[src/rtl/lcd_feeder_pkg.sv]
// rtl/lcd_feeder_pkg.sv - shared state encoding, defaults and colour-bar constants for the LCD pixel feeder
package lcd_feeder_pkg;

  typedef enum logic [1:0] {IDLE, FLUSH, PRIME, RUN} feeder_state_t;

  localparam int          DEF_DATA_W      = 16;
  localparam logic [15:0] DEF_FILL_COLOR  = 16'h0000;
  localparam int          DEF_PRIME_LEVEL = 256;

  localparam logic [15:0] BAR_WHITE   = 16'hFFFF;
  localparam logic [15:0] BAR_YELLOW  = 16'hFFE0;
  localparam logic [15:0] BAR_CYAN    = 16'h07FF;
  localparam logic [15:0] BAR_GREEN   = 16'h07E0;
  localparam logic [15:0] BAR_MAGENTA = 16'hF81F;
  localparam logic [15:0] BAR_RED     = 16'hF800;
  localparam logic [15:0] BAR_BLUE    = 16'h001F;
  localparam logic [15:0] BAR_BLACK   = 16'h0000;

  function automatic logic [15:0] bar_color(input logic [2:0] idx);
    case (idx)
      3'd0:    bar_color = BAR_WHITE;
      3'd1:    bar_color = BAR_YELLOW;
      3'd2:    bar_color = BAR_CYAN;
      3'd3:    bar_color = BAR_GREEN;
      3'd4:    bar_color = BAR_MAGENTA;
      3'd5:    bar_color = BAR_RED;
      3'd6:    bar_color = BAR_BLUE;
      default: bar_color = BAR_BLACK;
    endcase
  endfunction

endpackage

[src/rtl/lcd_color_bar.sv]
// rtl/lcd_color_bar.sv - eight-bar test pattern generator driven by the driver's pixel request
module lcd_color_bar
  import lcd_feeder_pkg::*;
#(
  parameter int DATA_W    = DEF_DATA_W,
  parameter int BAR_WIDTH = 80
) (
  input  logic              clk,
  input  logic              rst_n,
  input  logic              lcd_request,
  output logic [DATA_W-1:0] bar_data
);

  localparam int PX_W = $clog2(BAR_WIDTH + 1);

  // Pixel position kept as (offset within bar, bar index) so no divider is needed.
  logic [PX_W-1:0] px_cnt;
  logic [2:0]      bar_idx;

  always_ff @(posedge clk or negedge rst_n) begin
    if (!rst_n) begin
      px_cnt   <= '0;
      bar_idx  <= '0;
      bar_data <= '0;
    end else if (lcd_request) begin
      bar_data <= DATA_W'(bar_color(bar_idx));
      if (px_cnt == PX_W'(BAR_WIDTH - 1)) begin
        px_cnt  <= '0;
        bar_idx <= bar_idx + 3'd1;
      end else begin
        px_cnt <= px_cnt + 1'b1;
      end
    end else begin
      px_cnt  <= '0;
      bar_idx <= '0;
    end
  end

endmodule

[src/rtl/lcd_pixel_feeder.sv]
// rtl/lcd_pixel_feeder.sv - feeds SDRAM read-FIFO pixels to the LCD timing driver, resyncing every frame
// Optional colour-bar test pattern selected at build time with LCD_FEEDER_PATTERN_EN.
module lcd_pixel_feeder
  import lcd_feeder_pkg::*;
#(
  parameter int                DATA_W       = DEF_DATA_W,
  parameter int                LEVEL_W      = 10,
  parameter int                PRIME_LEVEL  = DEF_PRIME_LEVEL,
  parameter int                FLUSH_CYCLES = 16,
  parameter logic [DATA_W-1:0] FILL_COLOR   = DATA_W'(DEF_FILL_COLOR)
`ifdef LCD_FEEDER_PATTERN_EN
  ,
  parameter int                BAR_WIDTH    = 80
`endif
) (
  input  logic               clk,
  input  logic               rst_n,
  input  logic               lcd_request,
  input  logic               lcd_framesync,
`ifdef LCD_FEEDER_PATTERN_EN
  input  logic               pattern_sel,
`endif
  output logic [DATA_W-1:0]  lcd_data,
  output logic               rdf_rd_en,
  input  logic [DATA_W-1:0]  rdf_data,
  input  logic               rdf_empty,
  input  logic [LEVEL_W-1:0] rdf_level,
  output logic               frame_restart,
  output logic               feeder_ready,
  output logic               underflow,
  output logic [15:0]        underflow_cnt
);

  localparam int FC_W = $clog2(FLUSH_CYCLES + 1);

  feeder_state_t   state, state_nxt;
  logic            vs_q;
  logic            frame_edge;
  logic [FC_W-1:0] flush_cnt;
  logic            rd_valid_q;
  logic            uf_hit;
  logic            pattern_on;
  logic [DATA_W-1:0] fifo_pixel;

`ifdef LCD_FEEDER_PATTERN_EN
  logic [DATA_W-1:0] bar_data;

  lcd_color_bar #(
    .DATA_W    (DATA_W),
    .BAR_WIDTH (BAR_WIDTH)
  ) u_color_bar (
    .clk         (clk),
    .rst_n       (rst_n),
    .lcd_request (lcd_request),
    .bar_data    (bar_data)
  );

  assign pattern_on = pattern_sel;
  assign lcd_data   = pattern_sel ? bar_data : fifo_pixel;
`else
  assign pattern_on = 1'b0;
  assign lcd_data   = fifo_pixel;
`endif

  assign frame_edge    = vs_q & ~lcd_framesync;
  assign frame_restart = (state == FLUSH);
  assign feeder_ready  = (state == RUN);
  assign fifo_pixel    = rd_valid_q ? rdf_data : FILL_COLOR;

  always_ff @(posedge clk or negedge rst_n) begin
    if (!rst_n) state <= IDLE;
    else        state <= state_nxt;
  end

  always_comb begin
    state_nxt = state;
    rdf_rd_en = 1'b0;
    uf_hit    = 1'b0;
    case (state)
      IDLE:  state_nxt = IDLE;
      FLUSH: if (flush_cnt == FC_W'(FLUSH_CYCLES - 1)) state_nxt = PRIME;
      PRIME: if (rdf_level >= LEVEL_W'(PRIME_LEVEL) && !rdf_empty) state_nxt = RUN;
      RUN: begin
        rdf_rd_en = lcd_request & ~rdf_empty & ~pattern_on;
        uf_hit    = lcd_request &  rdf_empty & ~pattern_on;
      end
      default: state_nxt = IDLE;
    endcase
    // A new frame overrides everything, including a read requested in the same cycle.
    if (frame_edge) begin
      state_nxt = FLUSH;
      rdf_rd_en = 1'b0;
      uf_hit    = 1'b0;
    end
  end

  always_ff @(posedge clk or negedge rst_n) begin
    if (!rst_n) begin
      vs_q          <= 1'b1;
      flush_cnt     <= '0;
      rd_valid_q    <= 1'b0;
      underflow     <= 1'b0;
      underflow_cnt <= '0;
    end else begin
      vs_q       <= lcd_framesync;
      rd_valid_q <= rdf_rd_en;
      if (frame_edge || state != FLUSH) flush_cnt <= '0;
      else                              flush_cnt <= flush_cnt + 1'b1;
      if (frame_edge)  underflow <= 1'b0;
      else if (uf_hit) underflow <= 1'b1;
      if (uf_hit && underflow_cnt != 16'hFFFF) underflow_cnt <= underflow_cnt + 16'd1;
    end
  end

endmodule

[config.mk]
export PLATFORM = sky130hd
export DESIGN_NAME = lcd_pixel_feeder
export DESIGN_NICKNAME = d
export VERILOG_FILES = /design/src/rtl/lcd_feeder_pkg.sv /design/src/rtl/lcd_color_bar.sv /design/src/rtl/lcd_pixel_feeder.sv
export SDC_FILE = /design/constraint.sdc
export NUM_CORES = 1
export LEC_CHECK = 0
export ABC_AREA = 1
export BUFFER_PORTS_ARGS = -buffer_cell sky130_fd_sc_hd__clkbuf_2
export CORE_AREA = 2 2 65 67
export CTS_BUF_LIST = sky130_fd_sc_hd__clkbuf_16
export DETAILED_ROUTE_END_ITERATION = 7
export DIE_AREA = 0 0 67 69
export HOLD_SLACK_MARGIN = 0.05
export PLACE_DENSITY = 0.78
export SETUP_SLACK_MARGIN = 0.02
export SYNTH_ARGS = -nofsm -noshare
export SYNTH_HDL_FRONTEND = slang
export SYNTH_SLANG_ARGS = --single-unit
[constraint.sdc]
create_clock -name clk -period 1.6 [get_ports clk]
set_input_delay 0 -clock clk [delete_from_list [all_inputs] [get_ports clk]]
set_output_delay 0 -clock clk [all_outputs]
set_load 0.01 [all_outputs]
==> results.py, run 1 <==
metrics = {
    "run_status": {
        "status": "complete, no violations",
    },
    "place": {
        "buffer_ports.inserted": 58,
        "finalWeightedCongestion": 0.829,
        "pre_cts_slack_ns": -0.00911,
        "place_hpwl_um": 2920,
    },
    "synthesis": {
        "synth_seq_cells": 26,
        "ys_async_sr_fraction_pct": 100,
        "yosys_synthesis_warning_count": 0,
        "syn_area_per_cell_sq_um": 6.98,
        "post-synth-top-area-fraction_pct": 37.0,
        "yosys.area.top_type": "sky130_fd_sc_hd__dfrtp_1",
        "synthesized_nets": 280,
        "synth.area.top_cells": "sky130_fd_sc_hd__dfrtp_1 37%, sky130_fd_sc_hd__nand2_1 22%, sky130_fd_sc_hd__inv_1 8.7%",
        "synth.yosys.seq_area_share_pct": 38.6,
        "synth-edff-count": 0,
        "postSynthCellCount": 242,
        "library_cell_with_the_highest_instance_count_after_synthesis": "sky130_fd_sc_hd__nand2_1",
        "synth_cell_types": 23,
        "synth_top_cells_by_count": "97 x sky130_fd_sc_hd__nand2_1, 39 x sky130_fd_sc_hd__inv_1, 25 x sky130_fd_sc_hd__dfrtp_1, 23 x sky130_fd_sc_hd__nor2_1, 13 x sky130_fd_sc_hd__nand3_1",
        "post_synth_instance_area_sq_mm": 0.00169,
        "yosys_most_used_dff": "sky130_fd_sc_hd__dfrtp_1",
    },
    "sta": {
        "slew_viol_final": 0,
        "rsz0062_at_grt": "false",
        "final.setup_skew_ns": 0.00304,
        "max-slew-margin-rel_pct": 57.4,
        "fin_hold_ws_ns": 0.176,
        "finalSetupViolCount": 0,
        "fmax_ghz": 0.672,
        "tns_ns": 0,
        "post-route-period-util_pct": 93.0,
        "hold_viol_final": 0,
        "worst-slew-pin-transition_ns": 0.639,
        "min_period_ns": 1.49,
        "layout_setup_ws_ns": 0.112,
    },
    "grt": {
        "grt_max_degree": 27,
        "gr-usage-all-layers_pct": 17.5,
        "globalRoute.totalOverflow": 0,
        "grt_pass1_wl_um": 6490,
        "grt_pass1_vias": 1582,
        "number_of_antenna_violations_at_the_first_check_in_global_routing": 0,
    },
    "clock_network": {
        "clock_sink_count": 26,
        "cts_made_buffers": 3,
        "tritoncts": "done",
        "clock_transition_at_the_registers_of_the_reported_paths_ns": 0.06,
        "cts_root_buf": "sky130_fd_sc_hd__clkbuf_16",
        "latest_clock_arrival_within_the_worst_skew_pair_ns": 0.26,
        "htree_num_levels": 1,
        "cts.path.max_buffers": 2,
    },
    "drt": {
        "avgRoutedWirePerCell_um": 10.6,
        "detailedRoute.firstIterationViolations": 54,
        "drtAntennaViolNets": 0,
        "drt-pass1-iter-count": 4,
        "finalWirelength_um": 3800,
        "via_count": 1675,
        "detail_route.drc_violations": 0,
        "viasPerCell": 4.65,
    },
    "power": {
        "static-leakage-power_uw": 0.00129,
        "powerDensity_mw_per_mm2": 847,
        "vdd.ir_drop.worst_uv": 583,
        "design_power_total_uw": 1860,
    },
    "setup_path": {
        "timing.critical_path.to_type": "flop",
        "critPathMaxFanout": 4,
        "slowest_stage": "sky130_fd_sc_hd__dlygate4sd3_1",
        "startpoint_type": "flop",
        "crit_path_max_incr_delay_ns": 0.55,
        "critical_path_class": "reg2reg",
        "critical_path_data_required_time_ns": 1.75,
        "crit_chain": "inv_1 -> nor2_4 -> nor2_1 -> dlygate4sd3_1",
        "arrival_ns": 1.63,
    },
    "die": {
        "floorplan.core_area_sq_mm": 0.00391,
        "chipWidth_um": 67,
        "die_area_sq_mm": 0.00462,
        "ioPinCount": 67,
        "die_y_um": 69,
        "initial_utilization_pct": 43.2,
        "row_count": 23,
    },
    "finish": {
        "area_delta_synth_final_pct": 30.1,
        "total_inserted_antenna_cells": 0,
        "layout.nets": 349,
        "drive_above_1_share_pct": 28.1,
        "filler_cell_count": 368,
    },
    "job": {
        "maxCapViolCount": 0,
    },
    "hold_path": {
        "hold_path_class": "in2reg",
    },
}
==> flip-flops by register name, summed over array words and instances, names as in the netlist <==
register and count:
vs_q 1, state 2, flush_cnt 5, underflow 1, rd_valid_q 1, underflow_cnt 16
==> per-stage QoR <==
stage | area [sq um] | utilization [%] | std cells
after floorplan | 1690 | - | 242
after global placement | 2050 | 52.3 | 351
after detailed placement | 2050 | 52.3 | 351
after CTS | 2170 | 55.4 | 359
after global routing | 2200 | 56.1 | 360
final | 2200 | 56.1 | 360
==> report_power, final <==
| part | switching, uW | internal, uW | total, uW |
|---|---|---|---|
| registers | 55.5 | 725 | 781 |
| logic | 298 | 223 | 521 |
| clock network | 225 | 335 | 560 |
| total | 579 | 1280 | 1860 |
==> logic make-up after synthesis <==
kind of cell | Yosys count | synth area share [%]
AOI/OAI and AO/OA | 7 | 2.07
adders and majority gates | 7 | 5.18
and+or+nand+nor | 152 | 40.1
xor gates and xnor gates | 6 | 3.11
buffers and inverters | 44 | 10.9
DFF | 26 | 38.6
==> critical path: cells and delay by family (launching register included) <==
| kind | cells | cell delay (ns) |
|---|---|---|
| AND/OR/NAND/NOR | 2 | 0.23 |
| flip-flops | 1 | 0.53 |
| buffers and inverters | 2 | 0.61 |
==> routing by layer <==
metal | vias up | part of all wire, % | global-route usage, %
met5 | - | 0 | 0
li1 | 864 | - | -
met4 | 0 | 1.4 | 5.44
met1 | 751 | 43 | 21.1
met2 | 55 | 48 | 30.9
met3 | 5 | 8.1 | 2.94
==> cells in the final DEF, fill, tap and decap left out, types with 2 or more instances in the layout <==
cell / synthesis / layout
sky130_fd_sc_hd__nand4_1: 3 / 3
sky130_fd_sc_hd__ha_1: 7 / 6
sky130_fd_sc_hd__nand3_2: 1 / 2
sky130_fd_sc_hd__xnor2_1: 3 / 3
sky130_fd_sc_hd__clkbuf_16: 0 / 3
sky130_fd_sc_hd__nand2_2: 3 / 3
sky130_fd_sc_hd__inv_1: 39 / 40
sky130_fd_sc_hd__dfrtp_1: 25 / 25
sky130_fd_sc_hd__nor2_4: 4 / 6
sky130_fd_sc_hd__nand3b_1: 3 / 3
sky130_fd_sc_hd__nor2_2: 3 / 4
sky130_fd_sc_hd__o21ai_0: 6 / 6
sky130_fd_sc_hd__xor2_1: 3 / 3
sky130_fd_sc_hd__clkbuf_2: 0 / 58
sky130_fd_sc_hd__nand2_1: 97 / 97
sky130_fd_sc_hd__buf_4: 0 / 6
sky130_fd_sc_hd__nand3_1: 13 / 12
sky130_fd_sc_hd__dlygate4sd3_1: 0 / 4
sky130_fd_sc_hd__nor2_1: 23 / 20
==> repair_timing <==
action                                  4_1_cts  5_1_grt
pin swaps                                     0        2
hold buffers                                  4        0
hold endpoints to repair                     27        0
endpoints found under the setup margin       11       17
setup buffers                                 0        1
resized for setup                             1        6
==> final timing paths <==
check,cells past startpoint,end,slack [ns],from
setup / recovery,4,rd_valid_q$_DFF_PN0_,0.11,vs_q$_DFF_PN1_
setup reg to reg,4,rd_valid_q$_DFF_PN0_,0.11,vs_q$_DFF_PN1_
hold reg to reg,1,flush_cnt[0]$_DFF_PN0_,0.47,flush_cnt[0]$_DFF_PN0_
min in group asynchronous,2,underflow_cnt[14]$_DFFE_PN0P_,0.29,rst_n
hold / removal,5,underflow$_DFFE_PN0P_,0.18,rdf_empty
max in group asynchronous,2,underflow_cnt[11]$_DFFE_PN0P_,0.89,rst_n
==> layout make-up <==
type	instances	area (sq um)	share of cell area, %
clock buffer	3	75.1	3.42
inverter	40	150	6.83
timing repair buffer	68	375	17.1
clock inverter	1	3.75	0.171
tap	50	62.6	2.85
multi-input combinational	172	878	40.0
sequential	26	652	29.7
No activity file was read; power rests on OpenSTA's default activity.
==> run 2: changes to the inputs <==
Settings changed: REMOVE_ABC_BUFFERS set to 1.
==> run 2 against run 1 <==
Effect of this change: fmax shrank 0.96%; critical path type unchanged; critical endpoint unchanged; global-route usage shrank 0.42 points; core utilization grew 0.86 points; clock skew is essentially flat; routed wire length shrank 5.4%; first-iteration DRC count shrank 5.6%; sequential share of layout area shrank 0.45 points; combinational power grew 2%; total power grew 8.8%; sequential power shrank 1%; final area grew 1.5%; worst hold slack gained 0.034 ns.
==> results.py, run 2 (synthesized netlist as in run 1, its figures left out) <==
metrics = {
    "run_status": {
        "status": "complete, no violations",
    },
    "clock_network": {
        "cts_made_buffers": 3,
        "cts_root_buf": "sky130_fd_sc_hd__clkbuf_16",
        "cts.path.max_buffers": 2,
        "tritoncts": "done",
        "htree_num_levels": 1,
        "clock_transition_at_the_registers_of_the_reported_paths_ns": 0.06,
        "latest_clock_arrival_within_the_worst_skew_pair_ns": 0.26,
        "clock_sink_count": 26,
    },
    "die": {
        "row_count": 23,
        "initial_utilization_pct": 43.2,
        "ioPinCount": 67,
        "die_y_um": 69,
        "die_area_sq_mm": 0.00462,
        "chipWidth_um": 67,
        "floorplan.core_area_sq_mm": 0.00391,
    },
    "setup_path": {
        "arrival_ns": 1.65,
        "crit_chain": "inv_1 -> nor2_4 -> nor2_1 -> dlygate4sd3_1",
        "crit_path_max_incr_delay_ns": 0.56,
        "critical_path_class": "reg2reg",
        "critPathMaxFanout": 4,
        "crit_family": "buffers and inverters",
        "timing.critical_path.to_type": "flop",
        "critical_path_buf_inv_count": 2,
        "startpoint_type": "flop",
        "critical_path_data_required_time_ns": 1.74,
        "slowest_stage": "sky130_fd_sc_hd__dlygate4sd3_1",
    },
    "power": {
        "powerDensity_mw_per_mm2": 908,
        "static-leakage-power_uw": 0.00131,
        "design_power_total_uw": 2030,
        "vdd.ir_drop.worst_uv": 429,
    },
    "grt": {
        "gr-usage-met3_pct": 2.77,
        "grt_util_met2_pct": 29.8,
        "number_of_antenna_violations_at_the_first_check_in_global_routing": 0,
        "grt_pass1_vias": 1580,
        "gr-usage-met1_pct": 20.8,
        "grt_pass1_wl_um": 6350,
        "grt_max_degree": 27,
        "gr-usage-all-layers_pct": 17.1,
        "globalRoute.busiestLayer": "met2",
        "globalRoute.totalOverflow": 0,
    },
    "drt": {
        "detailedRoute.firstIterationViolations": 51,
        "avgRoutedWirePerCell_um": 9.95,
        "viasPerCell": 4.57,
        "drtAntennaViolNets": 0,
        "via_count": 1648,
        "drt-pass1-iter-count": 4,
        "detail_route.drc_violations": 0,
        "finalWirelength_um": 3590,
    },
    "hold_path": {
        "hold_path_class": "in2reg",
    },
    "finish": {
        "largest_register_ffs": 16,
        "leading_cell_type_in_the_layout_fill_and_taps_excluded": "sky130_fd_sc_hd__nand2_1",
        "layout.nets": 350,
        "reg_top3": "underflow_cnt (16), flush_cnt (5), state (2)",
        "max_flop_register": "underflow_cnt",
        "area_delta_synth_final_pct": 32.1,
        "layout.cells.most_common_list": "97 x sky130_fd_sc_hd__nand2_1, 58 x sky130_fd_sc_hd__clkbuf_2, 39 x sky130_fd_sc_hd__inv_1",
        "final_area_sq_mm": 0.00223,
        "total_inserted_antenna_cells": 0,
        "drive_above_1_share_pct": 27.3,
    },
    "place": {
        "pre_cts_slack_ns": 0.0405,
        "place_hpwl_um": 2740,
        "buffer_ports.inserted": 58,
        "dpl_cell_area_sq_mm": 0.00205,
        "finalWeightedCongestion": 0.812,
    },
    "sta": {
        "finalSetupViolCount": 0,
        "fin_hold_ws_ns": 0.211,
        "post-route-period-util_pct": 93.9,
        "layout_setup_ws_ns": 0.0977,
        "tns_ns": 0,
        "worst-slew-pin-transition_ns": 0.640,
        "slew_viol_final": 0,
        "rsz0062_at_grt": "true",
        "max-slew-margin-rel_pct": 57.4,
        "min_period_ns": 1.50,
        "final.setup_skew_ns": 0.00259,
        "fmax_ghz": 0.666,
        "hold_viol_final": 0,
    },
    "job": {
        "maxCapViolCount": 0,
    },
}
-- run 2: cell types whose count changed in the layout (fill, tap and decap cells not counted) --
| cell | delta |
|---|---|
| sky130_fd_sc_hd__nor2_1 | +2 |
| sky130_fd_sc_hd__bufinv_16 | +1 |
| sky130_fd_sc_hd__buf_12 | +1 |
| sky130_fd_sc_hd__inv_1 | -1 |
| sky130_fd_sc_hd__ha_1 | +1 |
| sky130_fd_sc_hd__nand3_2 | -1 |
| sky130_fd_sc_hd__ha_2 | -1 |
| sky130_fd_sc_hd__nor2_2 | -2 |
| sky130_fd_sc_hd__nand3_1 | +1 |
-- run 2: per-layer routing --
layer | share of wire (%) | routed length, um
met4 | 1.8 | 63
met2 | 45 | 1630
met1 | 44 | 1570
met3 | 9.2 | 330
met5 | 0 | 0
-- run 2: timing repair --
item | CTS | global route
hold buffers | 4 | 0
setup buffers | 0 | 1
endpoints found under the setup margin | 10 | 11
hold endpoints to repair | 27 | 0
resized for setup | 1 | 2
-- run 2: power by group --
group          internal (uW)  leakage (uW)  switching, uW  total, uW
registers                725      0.000354           45.6        771
logic                    233      0.000901            299        531
clock network            498     0.0000511            226        724
total                   1460       0.00131            571       2030
-- run 2: path summary, 6_finish.rpt --
kind                                        start                           end  slack [ns]  cells past startpoint
setup / recovery                   vs_q$_DFF_PN1_          rd_valid_q$_DFF_PN0_         0.1                      4
hold / removal                          rdf_empty         underflow$_DFFE_PN0P_        0.21                      5
setup reg to reg                   vs_q$_DFF_PN1_          rd_valid_q$_DFF_PN0_         0.1                      4
hold reg to reg            flush_cnt[0]$_DFF_PN0_        flush_cnt[0]$_DFF_PN0_        0.47                      1
max in group asynchronous                   rst_n          rd_valid_q$_DFF_PN0_        0.90                      2
min in group asynchronous                   rst_n  underflow_cnt[0]$_DFFE_PN0P_        0.29                      2
-- run 2: cell type report --
class / instances / area (sq um)
inverters: 40 / 150
flip-flops and latches: 26 / 652
clock buffers: 3 / 75.1
clock inverters: 1 / 30.0
well taps: 50 / 62.6
fillers: 385 / 1680
repair buffers: 69 / 395
multi-input cells: 172 / 866
-- run 2: worst register-to-register path: cells and delay by family (launching register included) --
kind | cells | cell delay, ns
flip-flops | 1 | 0.53
AND/OR/NAND/NOR | 2 | 0.24
buffers and inverters | 2 | 0.62
-- run 2: per-stage QoR --
step | instances | util, %
final | 361 | 57.0
after global routing | 361 | 57.0
after CTS | 360 | 56.3
after detailed placement | 352 | 52.5
after global placement | 352 | 52.5
after floorplan | 238 | -
==> run 3: changes to the inputs <==
Clock period 1.6 ns to 1.8 ns, I/O delays scaled along.
==> run 3 against run 2 <==
Effect of this change: largest power group unchanged; setup slack gained 0.16 ns; sequential share of layout area is 0.84 points higher; sequential power decreased by 8.8%; via count is 1.0% lower; clock power down 11%; critical path depth unchanged; worst hold slack got worse by 0.029 ns; non-clock buffer count is 5 lower; highest routed layer unchanged.
==> results.py, run 3 (synthesized netlist as in run 1, its figures left out) <==
metrics = {
    "run_status": {
        "status": "complete, no violations",
    },
    "finish": {
        "largest_register_ffs": 16,
        "reg_top3": "underflow_cnt (16), flush_cnt (5), state (2)",
        "total_inserted_antenna_cells": 0,
        "area_delta_synth_final_pct": 28.4,
        "final_area_sq_mm": 0.00217,
        "layout.nets": 345,
        "layout.cells.most_common_list": "97 x sky130_fd_sc_hd__nand2_1, 58 x sky130_fd_sc_hd__clkbuf_2, 39 x sky130_fd_sc_hd__inv_1",
        "max_flop_register": "underflow_cnt",
        "drive_above_1_share_pct": 25.8,
        "leading_cell_type_in_the_layout_fill_and_taps_excluded": "sky130_fd_sc_hd__nand2_1",
    },
    "power": {
        "power.share.sequential_pct": 40.4,
        "vdd.ir_drop.worst_uv": 560,
        "powerDensity_mw_per_mm2": 803,
        "switchingPower_uw": 488,
        "pwr-share-clk_pct": 36.8,
        "power.internal_uw": 1250,
        "design_power_total_uw": 1740,
        "static-leakage-power_uw": 0.00128,
        "switching_share_pct": 28.0,
        "combinational_group_share_of_total_power_pct": 22.9,
    },
    "place": {
        "buffer_ports.inserted": 58,
        "dpl_cell_area_sq_mm": 0.00202,
        "finalWeightedCongestion": 0.807,
        "place_hpwl_um": 2800,
        "pre_cts_slack_ns": 0.303,
    },
    "grt": {
        "grt_pass1_vias": 1448,
        "grt_pass1_wl_um": 5980,
        "grt_max_degree": 27,
        "number_of_antenna_violations_at_the_first_check_in_global_routing": 0,
        "gr-usage-all-layers_pct": 16.3,
        "globalRoute.totalOverflow": 0,
    },
    "sta": {
        "hold_viol_final": 0,
        "layout_setup_ws_ns": 0.258,
        "fin_hold_ws_ns": 0.182,
        "final.setup_skew_ns": 0.00350,
        "rsz0062_at_grt": "false",
        "fmax_ghz": 0.648,
        "slew_viol_final": 0,
        "max-slew-margin-rel_pct": 57.0,
        "min_period_ns": 1.54,
        "worst-slew-pin-transition_ns": 0.645,
        "tns_ns": 0,
        "post-route-period-util_pct": 85.7,
        "finalSetupViolCount": 0,
    },
    "die": {
        "chipWidth_um": 67,
        "die_y_um": 69,
        "row_count": 23,
        "floorplan.core_area_sq_mm": 0.00391,
        "die_area_sq_mm": 0.00462,
        "ioPinCount": 67,
        "initial_utilization_pct": 43.2,
    },
    "setup_path": {
        "crit_path_max_incr_delay_ns": 0.56,
        "critical_path_buf_inv_count": 2,
        "critical_path_class": "reg2reg",
        "startpoint_type": "flop",
        "arrival_ns": 1.68,
        "critical_path_data_required_time_ns": 1.94,
        "crit_chain": "inv_1 -> nor2_2 -> nor2_1 -> dlygate4sd3_1",
        "critPathMaxFanout": 4,
        "slowest_stage": "sky130_fd_sc_hd__dlygate4sd3_1",
        "crit_family": "buffers and inverters",
        "timing.critical_path.to_type": "flop",
    },
    "drt": {
        "viasPerCell": 4.58,
        "avgRoutedWirePerCell_um": 9.99,
        "finalWirelength_um": 3560,
        "via_count": 1631,
        "drt-pass1-iter-count": 4,
        "detail_route.drc_violations": 0,
        "drtAntennaViolNets": 0,
        "detailedRoute.firstIterationViolations": 79,
    },
    "job": {
        "maxCapViolCount": 0,
    },
    "clock_network": {
        "clock_transition_at_the_registers_of_the_reported_paths_ns": 0.06,
        "post_cts_buffers": 0,
        "cts_made_buffers": 3,
        "clock_sink_count": 26,
        "latest_clock_arrival_within_the_worst_skew_pair_ns": 0.26,
        "cts_root_buf": "sky130_fd_sc_hd__clkbuf_16",
        "post_cts.resized_instances": 0,
        "htree_num_levels": 1,
        "cts.path.max_buffers": 2,
        "tritoncts": "done",
    },
    "hold_path": {
        "hold_path_class": "in2reg",
    },
}
==> run 3: metrics by stage <==
stage,util [%],std cells
6_report,55.4,356
5_1_grt,55.4,356
4_1_cts,55.4,356
3_5_place_dp,51.7,348
3_3_place_gp,51.7,348
2_1_floorplan,-,238
==> run 3: cell type report <==
cell class,count,area (sq um)
Tap cell,50,62.6
Sequential cell,26,652
Timing Repair Buffer,64,345
Fill cell,384,1750
Inverter,40,150
Clock inverter,1,30.0
Multi-Input combinational cell,172,853
Clock buffer,3,75.1
==> run 3: worst paths after layout <==
kind	from	endpoint	slack [ns]	depth (start not counted)
setup / recovery	vs_q$_DFF_PN1_	rd_valid_q$_DFF_PN0_	0.26	4
hold / removal	rdf_empty	underflow$_DFFE_PN0P_	0.18	5
setup reg to reg	vs_q$_DFF_PN1_	rd_valid_q$_DFF_PN0_	0.26	4
hold reg to reg	flush_cnt[0]$_DFF_PN0_	flush_cnt[0]$_DFF_PN0_	0.46	1
max in group asynchronous	rst_n	state[1]$_DFFE_PN0P_	1.09	2
min in group asynchronous	rst_n	underflow_cnt[0]$_DFFE_PN0P_	0.29	2
==> run 3: tightest hold or removal path, stage by stage <==
cell and delay [ns]:
sky130_fd_sc_hd__clkbuf_2 0.09, sky130_fd_sc_hd__nand3_1 0.12, sky130_fd_sc_hd__nor2_4 0.06, sky130_fd_sc_hd__inv_1 0.08, sky130_fd_sc_hd__nand2_1 0.05
==> run 3: power by group through the flow <==
stage                     sequential (uW)  combinational, uW  clock (uW)
after floorplan                       723                230           0
after global placement                712                387           0
after detailed placement              715                396           0
after CTS                             704                405         656
after global routing                  710                460         693
final                                 703                398         641
==> run 3: routing by layer <==
metal	vias to the layer above	routed length, um	GRT usage, %
met5	-	0	0
met4	0	46	5.44
met3	4	312	2.45
met2	59	1630	27.8
met1	713	1570	20.7
li1	855	-	-
==> run 3: timing repair <==
| action | in CTS | in global routing |
|---|---|---|
| hold buffers | 4 | 0 |
| hold endpoints to repair | 27 | 0 |
| setup endpoints to repair | 0 | 0 |
